## src/rtl/piso_serializer.sv

```systemverilog
// Parallel-in/serial-out transmitter: valid/ready word load, MSB-first shift with frame strobe and done pulse.
// Define PISO_PARITY_EN to append an even-parity bit after the LSB of each frame.
module piso_serializer #(
  parameter int WIDTH      = 4,
  parameter int BIT_CYCLES = 1,
  parameter int GAP_CYCLES = 1
) (
  input  logic             clk,
  input  logic             reset,
  input  logic [WIDTH-1:0] d,
  input  logic             d_valid,
  output logic             d_ready,
  output logic             sout,
  output logic             sframe,
  output logic             sdone
);

`ifdef PISO_PARITY_EN
  localparam int NBITS = WIDTH + 1;
`else
  localparam int NBITS = WIDTH;
`endif
  localparam int CW = (BIT_CYCLES > 1) ? $clog2(BIT_CYCLES) : 1;
  localparam int BW = $clog2(NBITS);
  localparam int GW = (GAP_CYCLES > 1) ? $clog2(GAP_CYCLES) : 1;

  localparam logic [CW-1:0] CYC_LAST = CW'(BIT_CYCLES - 1);
  localparam logic [BW-1:0] BIT_LAST = BW'(NBITS - 1);
  localparam logic [GW-1:0] GAP_LAST = GW'(GAP_CYCLES - 1);

  typedef enum logic [1:0] {
    IDLE  = 2'd0,
    SHIFT = 2'd1,
    GAP   = 2'd2
  } state_e;

  state_e           state_q, state_d;
  logic [NBITS-1:0] shift_q, shift_d;
  logic [CW-1:0]    cyc_q, cyc_d;
  logic [BW-1:0]    bit_q, bit_d;
  logic [GW-1:0]    gap_q, gap_d;
  logic             ready_q, ready_d;
  logic             sout_q, sout_d;
  logic             sframe_q, sframe_d;
  logic             sdone_q, sdone_d;

  always_ff @(posedge clk) begin
    if (reset) begin
      state_q  <= IDLE;
      shift_q  <= '0;
      cyc_q    <= '0;
      bit_q    <= '0;
      gap_q    <= '0;
      ready_q  <= 1'b0;
      sout_q   <= 1'b0;
      sframe_q <= 1'b0;
      sdone_q  <= 1'b0;
    end else begin
      state_q  <= state_d;
      shift_q  <= shift_d;
      cyc_q    <= cyc_d;
      bit_q    <= bit_d;
      gap_q    <= gap_d;
      ready_q  <= ready_d;
      sout_q   <= sout_d;
      sframe_q <= sframe_d;
      sdone_q  <= sdone_d;
    end
  end

  // The bit currently on sout is always shift_q[NBITS-1]; advancing exposes shift_q[NBITS-2].
  always_comb begin
    state_d  = state_q;
    shift_d  = shift_q;
    cyc_d    = cyc_q;
    bit_d    = bit_q;
    gap_d    = gap_q;
    ready_d  = 1'b0;
    sout_d   = sout_q;
    sframe_d = sframe_q;
    sdone_d  = 1'b0;

    case (state_q)
      IDLE: begin
        ready_d  = 1'b1;
        sout_d   = 1'b0;
        sframe_d = 1'b0;
        if (d_valid && ready_q) begin
          state_d  = SHIFT;
`ifdef PISO_PARITY_EN
          shift_d  = {d, ^d};
`else
          shift_d  = d;
`endif
          sout_d   = d[WIDTH-1];
          sframe_d = 1'b1;
          cyc_d    = '0;
          bit_d    = '0;
          ready_d  = 1'b0;
        end
      end

      SHIFT: begin
        if (cyc_q == CYC_LAST) begin
          cyc_d = '0;
          if (bit_q == BIT_LAST) begin
            state_d  = GAP;
            gap_d    = '0;
            sout_d   = 1'b0;
            sframe_d = 1'b0;
            sdone_d  = 1'b1;
          end else begin
            bit_d   = bit_q + BW'(1);
            shift_d = shift_q << 1;
            sout_d  = shift_q[NBITS-2];
          end
        end else begin
          cyc_d = cyc_q + CW'(1);
        end
      end

      GAP: begin
        sout_d   = 1'b0;
        sframe_d = 1'b0;
        if (gap_q == GAP_LAST) begin
          state_d = IDLE;
          ready_d = 1'b1;
        end else begin
          gap_d = gap_q + GW'(1);
        end
      end

      default: begin
        state_d  = IDLE;
        sout_d   = 1'b0;
        sframe_d = 1'b0;
      end
    endcase
  end

  assign d_ready = ready_q;
  assign sout    = sout_q;
  assign sframe  = sframe_q;
  assign sdone   = sdone_q;

endmodule

```

## config.mk

```make
export PLATFORM = sky130hd
export DESIGN_NAME = piso_serializer
export DESIGN_NICKNAME = d
export VERILOG_FILES = /design/src/rtl/piso_serializer.sv
export SDC_FILE = /design/constraint.sdc
export NUM_CORES = 1
export LEC_CHECK = 0
export ABC_AREA = 1
export CAP_MARGIN = 20
export CORE_AREA = 2 2 39 41
export DETAILED_ROUTE_END_ITERATION = 7
export DIE_AREA = 0 0 41 43
export SETUP_SLACK_MARGIN = 0.5
export SLEW_MARGIN = 20
export SYNTH_ARGS = -nofsm -noshare
export SYNTH_HDL_FRONTEND = slang
export SYNTH_SLANG_ARGS = --single-unit
```

## constraint.sdc

```tcl
create_clock -name clk -period 3.05 [get_ports clk]
set_clock_uncertainty 0.2 [all_clocks]
set_input_delay 0.4575 -clock clk [delete_from_list [all_inputs] [get_ports clk]]
set_output_delay 0.4575 -clock clk [all_outputs]
set_load 0.05 [all_outputs]
```

==> flow_summary.json <==
{
  "dp_hpwl_microns": 716,
  "clk_transition_reported_paths_ns": 0.07,
  "cts_buffers": 3,
  "grt_setup_unrepaired": "false",
  "yosysWarnings": 0,
  "dieArea_sq_um": 1760,
  "cp-endpoint": "sframe",
  "gp_congestion": 0.746,
  "cp_num_buf_inv": 1,
  "synth_nets": 75,
  "cts-hold-fix-buffers": 0,
  "endpoint_kind": "output port",
  "final_antenna_net_count": 0,
  "syn_area_sq_um": 487,
  "fin_setup_tns_ns": 0,
  "diodes": 0,
  "worstSetupPathType": "flop to output port",
  "worstSkewPairLatency_ns": 0.27,
  "critPathLaunchType": "flop",
  "max-cap-violations": 0,
  "avgSynthCellArea_sq_um": 7.26,
  "finalNonFillerCells": 96,
  "cp_top_family": "buffers and inverters",
  "root_buffer": "clkbuf_4",
  "routedWlPerCell_microns": 9.56,
  "synth_cell_type_count": 16,
  "wl_microns": 918,
  "min_path_cells": 2,
  "hold_violations": 0,
  "use_met2_pct": 17.8,
  "maxSlewHeadroom_pct": 67.2,
  "busiest_layer": "met2",
  "ys_ff_latch": 11,
  "status": "finished, final reports clean",
  "drc": 0,
  "grt_overflow": 0,
  "drt_pass1_iterations": 2,
  "powerDensity_nw_per_um2": 506,
  "cp.arrival_ns": 1.40,
  "min_path_type": "flop to flop",
  "post_cts_buffers": 0,
  "grt_max_degree": 10,
  "worstPathRequired_ns": 2.39,
  "grtUsageMet1_pct": 16.2,
  "slew_viol_final": 0,
  "slowest_delay_ns": 0.80,
  "clock.fmax_mhz": 487,
  "fin_crit_sh_pct": 67.4,
  "htree_levels": 1,
  "ys_seq_area_share_pct": 45.2,
  "cp_max_fo": 2,
  "setup_viol": 0,
  "cts-resized-gates": 0,
  "grt_pass1_vias": 397,
  "placedCellCount": 92,
  "reg2reg_slack_ns": 1.75,
  "design_area_sq_um": 623,
  "synth_cells": 67,
  "coreArea_sq_um": 1380,
  "crit_chain": "clkdlybuf4s50_1",
  "grt_use_met3_pct": 9.42,
  "rows": 14,
  "cts.sinks": 11,
  "areaGrowthSynthToFinish_pct": 28.0,
  "placed_area_sq_um": 596,
  "vias": 431,
  "tightest_slew_ns": 0.491,
  "cp.depth": 1,
  "drive_gt1_share_pct": 13.8,
  "first_iter_violations": 2,
  "floorplan.initialDensity_pct": 35.2,
  "r2r-start": "bit_q[0]$_SDFFE_PP0P_",
  "vdd.ir_drop.worst_mv": 0.276,
  "period_minus_slack_ns": 2.05,
  "crit_path_start": "sframe$_SDFFE_PP0P_",
  "p_leak_nw": 0.281,
  "grt_pass1_wl_mm": 1.52,
  "critPathSlowestCell": "clkdlybuf4s50_1",
  "cts_tree": "yes",
  "ios": 11,
  "portBuffers": 10,
  "die_h_microns": 43,
  "clk_path_buf_depth": 2,
  "fp.dieW_microns": 41,
  "regToRegEndpoint": "sframe$_SDFFE_PP0P_",
  "antenna_found_initial": 0,
  "reg2regPathDepth": 6,
  "nets": 89,
  "vias_per_cell": 4.49,
  "track_usage_pct": 13.5
}
## registers in the layout, indices dropped and copies added, names as in the netlist
| name | flops |
|---|---|
| sframe | 1 |
| state_q | 2 |
| d_ready | 1 |
| sout | 1 |
| bit_q | 2 |
| shift_q | 3 |
| sdone | 1 |
## power by group
part           internal (mW)  total (mW)  switching [mW]
Sequential             0.153       0.161         0.00726
Clock                 0.0485      0.0972          0.0486
Combinational         0.0244      0.0573          0.0329
## placed cells by master, fill, tap and decap left out
cell type | netlist | routed
nor3_1 | 2 | 2
nand2_1 | 16 | 16
a21oi_2 | 1 | 1
a211oi_1 | 1 | 1
inv_1 | 7 | 7
o21ai_1 | 1 | 1
nor2_2 | 1 | 1
nand3_1 | 7 | 7
clkdlybuf4s50_1 | 0 | 10
a21oi_1 | 4 | 4
dfxtp_1 | 11 | 11
nor2_1 | 9 | 9
nand3_2 | 1 | 1
ha_1 | 1 | 1
clkinv_2 | 0 | 1
clkbuf_4 | 0 | 3
inv_2 | 2 | 2
nand2_2 | 2 | 2
## cell usage after synthesis
library cell | n | area share, %
inv_1 | 7 | 5.4
nor2_2 | 1 | 1.3
buf_6 | 1 | 2.3
nand3_2 | 1 | 2.1
a21oi_2 | 1 | 1.8
nand3_1 | 7 | 7.2
o21ai_1 | 1 | 1.0
nor3_1 | 2 | 2.1
nand2_1 | 16 | 12
inv_2 | 2 | 1.5
dfxtp_1 | 11 | 45
ha_1 | 1 | 2.6
a21oi_1 | 4 | 4.1
a211oi_1 | 1 | 1.5
nand2_2 | 2 | 2.6
nor2_1 | 9 | 6.9
## final cells by class
class / instances / area (sq um)
clock buffer: 3 / 22.5
clock inverter: 1 / 5.00
fill: 145 / 761
inverter: 9 / 33.8
multi-input combinational: 46 / 221
sequential: 11 / 220
tap: 16 / 20.0
timing repair buffer: 10 / 100
## cell families (layout without fill, tap and decap cells)
kind of cell,count (synthesis),count (layout),share of synthesized area [%]
simple gates,38,38,34.4
fa+ha+maj,1,1,2.57
buf+inv,10,23,9.26
compound gates,7,7,8.48
flops,11,11,45.2
## routing by layer
layer | wire (microns) | vias up
li1 | - | 237
met1 | 439 | 183
met2 | 403 | 9
met3 | 63 | 2
met4 | 12 | 0
met5 | 0 | -
## stage by stage
stage | hold slack (ns) | power (mW) | setup slack (ns) | utilization, %
floorplan | 0.234 | 0.203 | 1.64 | -
CTS | 0.258 | 0.323 | 0.980 | 45.0
global placement | 0.249 | 0.221 | 1.30 | 43.0
detailed placement | 0.247 | 0.222 | 1.28 | 43.0
global route | 0.297 | 0.338 | 0.939 | 45.0
finish | 0.259 | 0.315 | 0.995 | 45.0
## how the worst min path moves through the flow
stage,start,to,slack [ns]
after floorplan,shift_q[2]$_SDFFE_PP0P_,sout$_SDFF_PP0_,0.23
after CTS,shift_q[2]$_SDFFE_PP0P_,sout$_SDFF_PP0_,0.26
final,shift_q[2]$_SDFFE_PP0P_,sout$_SDFF_PP0_,0.26
after global routing,shift_q[2]$_SDFFE_PP0P_,sout$_SDFF_PP0_,0.30
after global placement,sframe$_SDFFE_PP0P_,sframe$_SDFFE_PP0P_,0.25
after detailed placement,shift_q[2]$_SDFFE_PP0P_,sout$_SDFF_PP0_,0.25
Note: power is estimated with default switching activity, not from simulation.
